<file path="src/rtl/pcm_sched_pkg.sv">
// Shared definitions for the PCM FIFO read scheduler: state encoding and divider limits.
package pcm_sched_pkg;

  typedef enum logic [1:0] {
    ST_IDLE    = 2'b00,
    ST_PREFILL = 2'b01,
    ST_RUN     = 2'b10,
    ST_HOLD    = 2'b11
  } state_e;

  localparam int              DIV_W   = 16;
  localparam logic [DIV_W-1:0] MIN_DIV = 16'd3;

  // Divider values below MIN_DIV would leave too few cycles between reads.
  function automatic logic [DIV_W-1:0] clamp_div(input logic [DIV_W-1:0] div);
    return (div < MIN_DIV) ? MIN_DIV : div;
  endfunction

endpackage

</file>
<file path="src/rtl/pcm_fifo_sched_fs_tick_gen.sv">
// Output-sample tick generator: counts while running, ticks once every clamp(div)+1 cycles.
module fs_tick_gen
  import pcm_sched_pkg::*;
(
  input  logic             clk,
  input  logic             rst_n,
  input  logic             i_run,
  input  logic [DIV_W-1:0] i_div,
  output logic             o_tick
);

  logic [DIV_W-1:0] r_cnt;
  logic [DIV_W-1:0] w_eff_div;

  assign w_eff_div = clamp_div(i_div);

  // Compare with >= so a divider lowered mid-count ticks once instead of wrapping through 2^16.
  assign o_tick = i_run && (r_cnt >= w_eff_div);

  // NOTE: sequential state uses non-blocking assignments so every flop samples pre-edge values.
  always_ff @(posedge clk or negedge rst_n) begin
    if (!rst_n) begin
      r_cnt <= '0;
    end else if (!i_run || o_tick) begin
      r_cnt <= '0;
    end else begin
      r_cnt <= r_cnt + 1'b1;
    end
  end

endmodule

</file>
<file path="src/rtl/pcm_fifo_sched.sv">
// Read-side scheduler for the left-channel PCM FIFO feeding the delta-sigma modulator.
// Define PCM_SCHED_STATS_EN to add the ufl_cnt underflow-tick statistics port.
module pcm_fifo_sched
  import pcm_sched_pkg::*;
#(
  parameter int DW        = 32,
  parameter int LVLW      = 6,
  parameter int START_LVL = 10,
  parameter int RD_LAT    = 1,
  parameter int MUTE_UFL  = 0
) (
  input  logic             clk,
  input  logic             rst_n,
  input  logic             enable,
  input  logic [DIV_W-1:0] fs_div,
  input  logic [LVLW-1:0]  fifo_rdusedw,
  input  logic [DW-1:0]    fifo_q,
  output logic             fifo_rd_en,
  output logic [DW-1:0]    sample_out,
  output logic             sample_valid,
  output logic [1:0]       state_o,
`ifdef PCM_SCHED_STATS_EN
  output logic [15:0]      ufl_cnt,
`endif
  output logic             underflow
);

  state_e            r_state;
  state_e            w_state_nxt;
  logic              w_run;
  logic              w_tick_raw;
  logic              w_tick;
  logic              w_lvl_empty;
  logic              w_lvl_start;
  logic              w_rd;
  logic              w_ufl_entry;
  logic              w_cap;
  logic              w_fresh;
  logic [RD_LAT-1:0] r_vld_pipe;
  logic [RD_LAT-1:0] r_rd_pipe;
  logic [DW-1:0]     r_sample;
  logic [DW-1:0]     r_last_good;
  logic [DW-1:0]     w_sample_nxt;
  logic              r_underflow;

  assign w_run       = (r_state == ST_RUN) || (r_state == ST_HOLD);
  assign w_lvl_empty = (fifo_rdusedw == '0);
  assign w_lvl_start = (fifo_rdusedw >= LVLW'(START_LVL));

  fs_tick_gen u_tick_gen (
    .clk    (clk),
    .rst_n  (rst_n),
    .i_run  (w_run),
    .i_div  (fs_div),
    .o_tick (w_tick_raw)
  );

  // A falling enable overrides a coincident tick: no read, no pipeline entry.
  assign w_tick      = w_tick_raw && enable;
  assign w_rd        = w_tick && (r_state == ST_RUN) && !w_lvl_empty;
  assign w_ufl_entry = w_tick && (r_state == ST_RUN) && w_lvl_empty;

  always_ff @(posedge clk or negedge rst_n) begin
    if (!rst_n) begin
      r_state <= ST_IDLE;
    end else begin
      r_state <= w_state_nxt;
    end
  end

  // NOTE: the default assignment first keeps every path driven, so no latch is inferred.
  always_comb begin
    w_state_nxt = r_state;
    if (!enable) begin
      w_state_nxt = ST_IDLE;
    end else begin
      unique case (r_state)
        ST_IDLE:    w_state_nxt = ST_PREFILL;
        ST_PREFILL: if (w_lvl_start) w_state_nxt = ST_RUN;
        ST_RUN:     if (w_ufl_entry) w_state_nxt = ST_HOLD;
        ST_HOLD:    if (w_lvl_start) w_state_nxt = ST_RUN;
        default:    w_state_nxt = ST_IDLE;
      endcase
    end
  end

  // Tail of the pipeline lines up with fifo_q becoming valid RD_LAT cycles after the tick.
  assign w_cap        = r_vld_pipe[RD_LAT-1] && enable;
  assign w_fresh      = r_rd_pipe[RD_LAT-1];
  assign w_sample_nxt = w_fresh ? fifo_q : ((MUTE_UFL != 0) ? '0 : r_last_good);

  always_ff @(posedge clk or negedge rst_n) begin
    if (!rst_n) begin
      r_vld_pipe  <= '0;
      r_rd_pipe   <= '0;
      r_sample    <= '0;
      r_last_good <= '0;
      r_underflow <= 1'b0;
    end else if (!enable) begin
      r_vld_pipe  <= '0;
      r_rd_pipe   <= '0;
      r_sample    <= '0;
      r_last_good <= '0;
      r_underflow <= 1'b0;
    end else begin
      r_vld_pipe <= (r_vld_pipe << 1) | RD_LAT'(w_tick);
      r_rd_pipe  <= (r_rd_pipe << 1) | RD_LAT'(w_rd);
      if (w_cap) begin
        r_sample <= w_sample_nxt;
        if (w_fresh) begin
          r_last_good <= fifo_q;
        end
      end
      if (r_state == ST_IDLE) begin
        r_underflow <= 1'b0;
      end else if (w_ufl_entry) begin
        r_underflow <= 1'b1;
      end
    end
  end

`ifdef PCM_SCHED_STATS_EN
  logic [15:0] r_ufl_cnt;

  // Counts every tick that delivers no fresh FIFO word; survives enable toggles.
  always_ff @(posedge clk or negedge rst_n) begin
    if (!rst_n) begin
      r_ufl_cnt <= '0;
    end else if (w_tick && ((r_state == ST_HOLD) || w_ufl_entry) && (r_ufl_cnt != 16'hFFFF)) begin
      r_ufl_cnt <= r_ufl_cnt + 16'd1;
    end
  end

  assign ufl_cnt = r_ufl_cnt;
`endif

  // The captured word is presented in its valid cycle, then held until the next one.
  assign sample_out   = w_cap ? w_sample_nxt : r_sample;
  assign sample_valid = w_cap;
  assign fifo_rd_en   = w_rd;
  assign state_o      = r_state;
  assign underflow    = r_underflow;

endmodule

</file>
<file path="config.mk">
export PLATFORM = sky130hd
export DESIGN_NAME = pcm_fifo_sched
export DESIGN_NICKNAME = d
export VERILOG_FILES = /design/src/rtl/pcm_sched_pkg.sv /design/src/rtl/pcm_fifo_sched_fs_tick_gen.sv /design/src/rtl/pcm_fifo_sched.sv
export SDC_FILE = /design/constraint.sdc
export NUM_CORES = 1
export LEC_CHECK = 0
export BUFFER_PORTS_ARGS = -buffer_cell sky130_fd_sc_hd__buf_4
export CORE_ASPECT_RATIO = 1.4
export CORE_MARGIN = 5
export CORE_UTILIZATION = 56
export DETAILED_ROUTE_END_ITERATION = 8
export GPL_TIMING_DRIVEN = 0
export PLACE_DENSITY = 0.9
export SYNTH_ARGS = -nofsm -noshare
export SYNTH_HDL_FRONTEND = slang
export SYNTH_HIERARCHICAL = 1
export SYNTH_SLANG_ARGS = --single-unit
</file>
<file path="constraint.sdc">
create_clock -name clk -period 3.2 [get_ports clk]
set_input_delay 0.48 -clock clk [delete_from_list [all_inputs] [get_ports clk]]
set_output_delay 0.48 -clock clk [all_outputs]
set_load 0.01 [all_outputs]
</file>
=== Yosys cells after proc, flatten, opt, wreduce, memory -nomap -nowiden ===
Index checks and enable logic that the tools add are counted.

* Bits in registers: 85
* Input port bits: 57
* Output and inout port bits: 37
* Word-level logic and storage cells: 48

* $add $sub $neg: 1
* Order comparisons: 3
* Equal/unequal tests: 7
* Mux-type cells: 16
* Reduce and logical (&&, ||, !) cells: 14

{| class="wikitable"
|+ Operators by type and width
! cell !! count
|-
| 32-bit two-way mux || 5
|-
| 16-bit two-way mux || 2
|-
| 16-bit by 1-bit adder with 16-bit output (second input constant) || 1
|-
| 16-bit >= comparator || 1
|-
| 16-bit by 2-bit less-than comparator with 1-bit output (second input constant) || 1
|-
| 6-bit by 4-bit >= comparator with 1-bit output (second input constant) || 1
|-
| 1-bit logical AND || 6
|-
| 6-bit zero test || 1
|-
| 2-bit two-way mux || 3
|-
| 2-bit one-hot mux with 3 select lines || 1
|-
| 1-bit two-way mux || 5
|-
| 2-bit equality test (second input constant) || 2
|-
| 3-bit by 1-bit inequality test with 1-bit output (second input constant) || 1
|-
| 3-bit by 2-bit inequality test with 1-bit output (second input constant) || 1
|-
| 3-bit inequality test (second input constant) || 1
|-
| 2-bit by 1-bit equality test with 1-bit output (second input constant) || 1
|-
| 1-bit zero test || 2
|-
| 2-bit zero test || 1
|-
| 1-bit logical OR || 2
|-
| 2-bit by 1-bit inequality test with 1-bit output (second input constant) || 1
|-
| 2-bit AND reduction || 1
|-
| 2-bit OR reduction || 1
|}

=== Logic depth before layout (Yosys ltp) ===
Gate-level depths: netlist (run 1).

* Word-level depth: 10
* Gate-level depth with buffers: 11
* Depth with buffers taken out: 11

=== By module ===
Netlist (run 1), hierarchy kept.

{| class="wikitable"
|+ Modules (own cells, without submodules)
! module !! instances !! cells an instance !! area each (um^2) !! seq. area each (um^2)
|-
| pcm_fifo_sched || 1 || 379 || 3,524.6 || 1,726.7
|-
| fs_tick_gen || 1 || 135 || 1,325.0 || 400.4
|}

=== Worst setup path after synthesis (run 1) ===
Ideal clock, no wire load.

* Kind: input -> output
* Start point: input port fs_div[4]
* End point: output port fifo_rd_en
* Arrival: 2,453 ps
* Required time: 2,720 ps
* Slack: 267 ps
* Stages on the path: 11
* Buffers on the path: 0
* Cells stage by stage: nor4_1 -> a41oi_1 -> ha_1 -> nand2_1 -> o21ai_1 -> a221oi_2 -> o31ai_4 -> o21a_1 -> and2_1 -> nand3_1 -> a31oi_1

* Longest elaborated chain between the ends: 7

{| class="wikitable"
|+ Ends and longest elaborated chain
! item !! RTL line !! text
|-
| start, declared || pcm_fifo_sched.sv:15 || <nowiki>input logic [DIV_W-1:0] fs_div,</nowiki>
|-
| 16-bit by 2-bit less-than comparator with 1-bit output || pcm_sched_pkg.sv:16 || <nowiki>return (div < MIN_DIV) ? MIN_DIV : div;</nowiki>
|-
| 16-bit two-way mux * || pcm_sched_pkg.sv:16 ||
|-
| 16-bit >= comparator * || pcm_fifo_sched_fs_tick_gen.sv:18 || <nowiki>assign o_tick = i_run && (r_cnt >= w_eff_div);</nowiki>
|-
| 1-bit logical AND * || pcm_fifo_sched_fs_tick_gen.sv:18 ||
|-
| via w_tick_raw || pcm_fifo_sched.sv:31 || <nowiki>logic w_tick_raw;</nowiki>
|-
| 1-bit logical AND * || pcm_fifo_sched.sv:59 || <nowiki>assign w_tick = w_tick_raw && enable;</nowiki>
|-
| 1-bit logical AND * (2 in a row) || pcm_fifo_sched.sv:60 || <nowiki>assign w_rd = w_tick && (r_state == ST_RUN) && !w_lvl_empty;</nowiki>
|-
| end, declared || pcm_fifo_sched.sv:18 || <nowiki>output logic fifo_rd_en,</nowiki>
|}

The timed path passes the listed nets; every way through them passes the cells marked *.

=== Worst setup path after layout (run 1) ===
* Start point: input port fs_div[5]
* End point: output port fifo_rd_en

The elaborated chain is that of the path after synthesis.

==> run metrics, run 1 <==
final worst-path cycle share=100%; Die Y=120 um; Area Overhead vs Synth=26.0%; static leakage=2.63 nW; CP cell instances=buf_4 -> nor4_4 -> a41oi_2 -> ha_4 -> a211oi_4 -> o21ai_2 -> a221oi_2 -> o31ai_4 -> o21a_1 -> and2_4 -> nand3_2 -> a31oi_1 -> buf_4; count of final setup violators=1; share of cells above drive strength 1=30.6%; CP Max Fanout=2; critical path depth=13; mux share of post-synthesis cell area=~6.6%; top post-synthesis cells by area=dfrtp_1, mux2i_1, nand2_1; DIE AREA=about 11000 um2; RSZ-0062 raised after global routing=true; CP Data Required Time=2720 ps; Ys Warns=6; largest net degree at the start of global routing=86; Slew Viols, Final=0; Critical-path top delay cell=a221oi_2; met2 usage=42.3%; total track usage=25.0%; Worst Reg2Reg Path Length in Cells=9; GR peak layer=met2; clock sinks=85; GR Overflow Total=0; Initial Utilization=a little under three fifths; crit path DAT=2720 ps; WL/cell=17.8 um; Clock transition at path regs=roughly 60 ps; later-pin clock latency in the skew report=330 ps; worst slack at placement=-304 ps; Die Wd=88.7 um; # nets final=roughly 700; multi-input logic area=2470 um2; CTS max path bufs=2; H-tree Lvls=3; Ant. Diodes=0; Slew HR=roughly 28%; Hold Crit Class=primary input to async pin; Iter 0 DRT Violations=~300; global-route wire length before repair=20900 um; num rows=40; Setup CP Type=primary input to output pin; Worst setup SP type=primary input; P per Cell Area=roughly 370 nW/um2; library cells used by synthesis=44; met3 GRT Util=3.43%; Reg area=2130 um2; DRC=0; top cell type's share of synthesized area=43.9%; synthesized cell area=4850 um2; Synth Area in Compound Gates=roughly 17%; Fmax=0.312 GHz; GRT met1 Usage=30.5%; most frequent cells in the layout=buf_4, dfrtp_1, nand2_1; post-synthesis adder-cell area fraction=4.39%; core footprint=~8500 um2; sequential-to-total area share from yosys stat=43.9%; Buf+Inv Stages, Crit Path=2; Final GP Congestion=0.869; largest family of logic cells by synthesized area=simple AND/OR/NAND/NOR gates; Post-Syn Nets=588; IO Pins=94; outcome=finished with violations; vias in the first global route=around 4400; simple-gate share of the synthesized area=18.3%; via count=4343; Root Buffer=clkbuf_16; crit-path max cell delay=330 ps; initial antenna violation count=0; HPWL after DPL=9020 um; Fin Setup TNS=-4.62 ps; mean post-synth cell area=9.44 um2; VDD IR max=0.300 mV; DR vias/cell=5.93; Mapped Cells=roughly 510; fillcell total=594; Antenna Nets Post-Route=0; CTS tree=done; DR pass1 iterations=5; total CTS buffers=9; area leader, netlist=dfrtp_1; most common cell after layout, fill and taps aside=buf_4; CP dominant cell by count=buf_4; maxcap violations=0; skew final=4.04 ps; hold_buf cts=0; minimum clock period=about 3200 ps; RR Startpoint=u_tick_gen/r_cnt[2]; r2r setup slk=approximately 860 ps; Critical Path Sink Type=output pin; Crit path max-delay family=compound AO/OA/AOI/OAI gates; Fin. Hold Viols=0; violated checks=setup timing; worst setup margin=-4.62 ps; Reg-to-Reg End=state_o[0]; Worst Tran Pin Value=1080 ps; port bufs=93; drt total wl=13100 um; xor/xnor share of the synthesized area=2.53%; Synth Register Bits=85
power breakdown:
part           switching [W]  internal [W]
clock network       0.000415      0.000564
registers          0.0000114       0.00108
logic               0.000112     0.0000887
total               0.000539       0.00173
per-layer routing:
metal | vias to the layer above | share of wire [%]
met5 | - | 0
met2 | 194 | 53
met4 | 0 | 3.8
met3 | 44 | 5.6
li1 | 1995 | -
met1 | 2110 | 37
kinds of logic after synthesis:
group / after synthesis
xor gates and xnor gates: 14
and+or+nand+nor: 191
adders and majority gates: 17
buffers and inverters: 56
DFF: 85
AOI/OAI and AO/OA: 119
muxes: 32
flip-flops by register name (all words and copies together), names as in the netlist:
name and flops:
r_last_good 32, underflow 1, state_o 2, r_rd_pipe 1
r_sample 32, r_vld_pipe 1, u_tick_gen/r_cnt 16
metrics by stage:
stage / utilization (%) / power, W / hold slack, ps / cell area (um2) / std cells
floorplan: - / 0.00118 / 184 / 4850 / 514
global placement: 66.8 / 0.00128 / 509 / 5680 / 712
detailed placement: 66.8 / 0.00129 / 515 / 5680 / 712
CTS: 70.9 / 0.00226 / 387 / 6030 / 729
global route: 71.8 / 0.00233 / 399 / 6110 / 732
finish: 71.8 / 0.00227 / 306 / 6110 / 732
worst max-delay path by stage:
stage,start,to
after floorplan,fs_div[4],fifo_rd_en
after global placement,fs_div[4],fifo_rd_en
after detailed placement,fs_div[4],fifo_rd_en
after CTS,fs_div[2],fifo_rd_en
after global routing,fs_div[7],fifo_rd_en
final,fs_div[5],fifo_rd_en
layout make-up:
cell class / count / share of cell area, %
multi-input combinational: 373 / 40.4
inverter: 20 / 1.23
clock inverter: 4 / 0.369
sequential: 85 / 34.8
tap: 105 / 2.15
clock buffer: 12 / 4.20
timing repair buffer: 97 / 12.3
buffer: 36 / 4.55
cell usage after synthesis, drive strengths merged:
cell type   n
o21ai       4
nand4       5
xnor2       6
dfrtp      85
and2        3
and3        1
nand3       7
buf        30
nor4b       1
a221oi      1
a211oi     35
mux2i      32
o41ai       1
nor4        3
a41o        1
ha         17
o21a        1
nand2      74
or2         1
o31ai       1
a31oi       4
nand2b      1
xor2        8
nor2b       1
nor3       20
a21oi      67
o211ai      3
and4        2
nor2       72
inv        20
a41oi       1
clkbuf      6
repair_timing:
action / in CTS / in global routing
endpoints found under the hold margin: 0 / 0
setup buffers: 1 / 3
setup endpoints to repair: 1 / 1
gates resized for setup: 11 / 11
pin swaps: 6 / 9
No activity file was read; power rests on OpenSTA's default activity.
==> inputs of run 2 (changes only) <==
--- a/config.mk
+++ b/config.mk
@@ -6,12 +6,15 @@
 export NUM_CORES = 1
 export LEC_CHECK = 0
 export BUFFER_PORTS_ARGS = -buffer_cell sky130_fd_sc_hd__buf_4
+export CELL_PAD_IN_SITES_DETAIL_PLACEMENT = 1
+export CELL_PAD_IN_SITES_GLOBAL_PLACEMENT = 1
 export CORE_ASPECT_RATIO = 1.4
 export CORE_MARGIN = 5
-export CORE_UTILIZATION = 56
+export CORE_UTILIZATION = 42
 export DETAILED_ROUTE_END_ITERATION = 8
 export GPL_TIMING_DRIVEN = 0
-export PLACE_DENSITY = 0.9
+export PLACE_DENSITY = 0.89
+export RECOVER_POWER = 25
 export SYNTH_ARGS = -nofsm -noshare
 export SYNTH_HDL_FRONTEND = slang
 export SYNTH_HIERARCHICAL = 1
==> run 2 against run 1 <==
Effect of this change: the run ends with capacitance limit, slew limit, setup timing left; critical path depth stayed put; sequential power hardly changed; hold slack better by 77 ps; clock skew increased by 1.1 ps; die area is 30% higher; fmax down 0.93%; flip-flop and latch count is the same; power grew 0.42%.
==> run metrics, run 2 (synthesis gave the netlist of run 1 again) <==
outcome=finished with violations; violated checks=capacitance limit, slew limit, setup timing; P per Cell Area=374 nW/um2; CP Max Fanout=2; Worst Hold End=r_last_good[1]; Reg-to-Reg End=underflow; clock sinks=between 80 and 90; Hold WS=383 ps; Worst Tran Pin Value=2180 ps; Final GP Congestion=0.833; DR vias/cell=5.55; CTS tree=done; worst setup margin=-34.8 ps; Reg area=2130 um2; most common cell after layout, fill and taps aside=buf_4; global-route wire length before repair=23900 um; Clk pwr share=43.4%; Iter 0 DRT Violations=118; post-layout util=a little over half; later-pin clock latency in the skew report=350 ps; GR Overflow Total=0; Ant. Diodes=0; Fin. Hold Viols=0; Root Buffer=clkbuf_16; DR pass1 iterations=4; RSZ-0062 raised after global routing=true; maxcap violations=1; final worst-path cycle share=101%; multi-input logic area=2460 um2; CTS max path bufs=2; Slew HR=-45.0%; Pint=about 0.0017 W; WHS Path Cells=3; via count=between 4000 and 5000; Worst setup SP type=primary input; minimum clock period=3230 ps; total track usage=22.0%; WL/cell=19.2 um; Antenna Nets Post-Route=0; r2r setup slk=between 700 and 800 ps; Area Overhead vs Synth=25.9%; Critical-path top delay cell=nor4_4; fillcell total=1321; DIE AREA=13800 um2; # nets final=695; Fmax=0.309 GHz; IO Pins=94; num rows=46; static leakage=about 2.6 nW; sequential power share=between 40% and 50%; core footprint=11300 um2; RR Startpoint=u_tick_gen/r_cnt[9]; Worst Reg2Reg Path Length in Cells=10; total CTS buffers=9; initial antenna violation count=0; drt total wl=14800 um; H-tree Lvls=3; count of final setup violators=1; CP cell instances=buf_8 -> nor4_4 -> a41oi_2 -> ha_4 -> nand2_2 -> o21ai_2 -> a221oi_2 -> o31ai_4 -> o21a_1 -> and2_4 -> nand3_4 -> a31oi_1 -> buf_4; crit-path max cell delay=370 ps; Setup CP Type=primary input to output pin; Clock transition at path regs=70 ps; Hold Crit Class=primary input to flip-flop; CP Data Required Time=2720 ps; sw frac=25.8%; port bufs=93; worst hold start=fifo_q[1]; Pwr Total=0.00228 W; Critical Path Sink Type=output pin; vias in the first global route=4871; share of cells above drive strength 1=30.2%; largest net degree at the start of global routing=86; Die Wd=101 um; switching power=0.000589 W; Initial Utilization=a little over two fifths; Slew Viols, Final=86; largest registers in the final layout=r_last_good (32), r_sample (32), u_tick_gen/r_cnt (16); HPWL after DPL=10500 um; most frequent cells in the layout=buf_4, dfrtp_1, nand2_1; Comb power frac=8.8%; crit path DAT=~2800 ps; Die Y=137 um; DRC=0; VDD IR max=0.234 mV; skew final=5.13 ps
==> run 2: cell types whose count changed in the layout (fill, tap and decap cells not counted), moves of 2 or more <==
cell        delta
a211oi_2       +2
clkbuf_1       +3
buf_6          -4
a211oi_4       -2
clkinvlp_4     +2
clkbuf_8       -2
==> run 2: repair_timing <==
| action | 4_1_cts | 5_1_grt |
|---|---|---|
| endpoints found under the setup margin | 1 | 1 |
| setup buffers | 2 | 1 |
| gates resized for setup | 13 | 6 |
| pin swaps | 9 | 4 |
| hold buffers | 0 | 0 |
==> run 2: worst max-delay path by stage <==
stage                     startpoint    endpoint  depth (start not counted)
after floorplan            fs_div[4]  fifo_rd_en                         11
after global placement     fs_div[4]  fifo_rd_en                         13
after detailed placement   fs_div[4]  fifo_rd_en                         13
after CTS                  fs_div[5]  fifo_rd_en                         13
after global routing       fs_div[2]  fifo_rd_en                         13
final                      fs_div[2]  fifo_rd_en                         13
==> run 2: through the flow <==
stage                     area (um2)  instances  setup slack (ps)  setup TNS, ps
after floorplan                 4850        514               267              0
after detailed placement        5730        751              -548           -560
final                           6100        770             -34.8          -34.8
after CTS                       6090        769              22.6              0
after global routing            6100        770              -132           -132
after global placement          5730        751              -491           -491
==> run 2: critical path: cells and delay by family <==
kind	cells	cell delay (ps)
adders and majority gates	1	300
AOI/OAI and AO/OA	6	1080
buffers and inverters	2	240
and+or+nand+nor	4	650
==> run 2: layout make-up <==
type | count | area share [%]
flip-flops and latches | 85 | 34.8
repair buffers | 96 | 11.9
inverters | 20 | 1.23
multi-input cells | 373 | 40.4
clock inverters | 7 | 0.820
well taps | 144 | 2.95
clock buffers | 9 | 3.69
plain buffers | 36 | 4.16
==> run 2: metal layers <==
layer | vias up | track usage, % | share of wire, %
met4 | 0 | 10.6 | 3.4
met3 | 43 | 3.26 | 3.8
met5 | - | 0 | 0
li1 | 1984 | - | -
met1 | 2147 | 22.7 | 37
met2 | 99 | 42.3 | 55
==> run 2: power groups by stage <==
stage | logic [W] | clock network, W | registers, W
CTS | 0.000200 | 0.00100 | 0.00109
detailed placement | 0.000189 | 0 | 0.00111
global placement | 0.000179 | 0 | 0.00111
finish | 0.000200 | 0.000990 | 0.00109
global route | 0.000220 | 0.00105 | 0.00109
floorplan | 0.0000712 | 0 | 0.00111
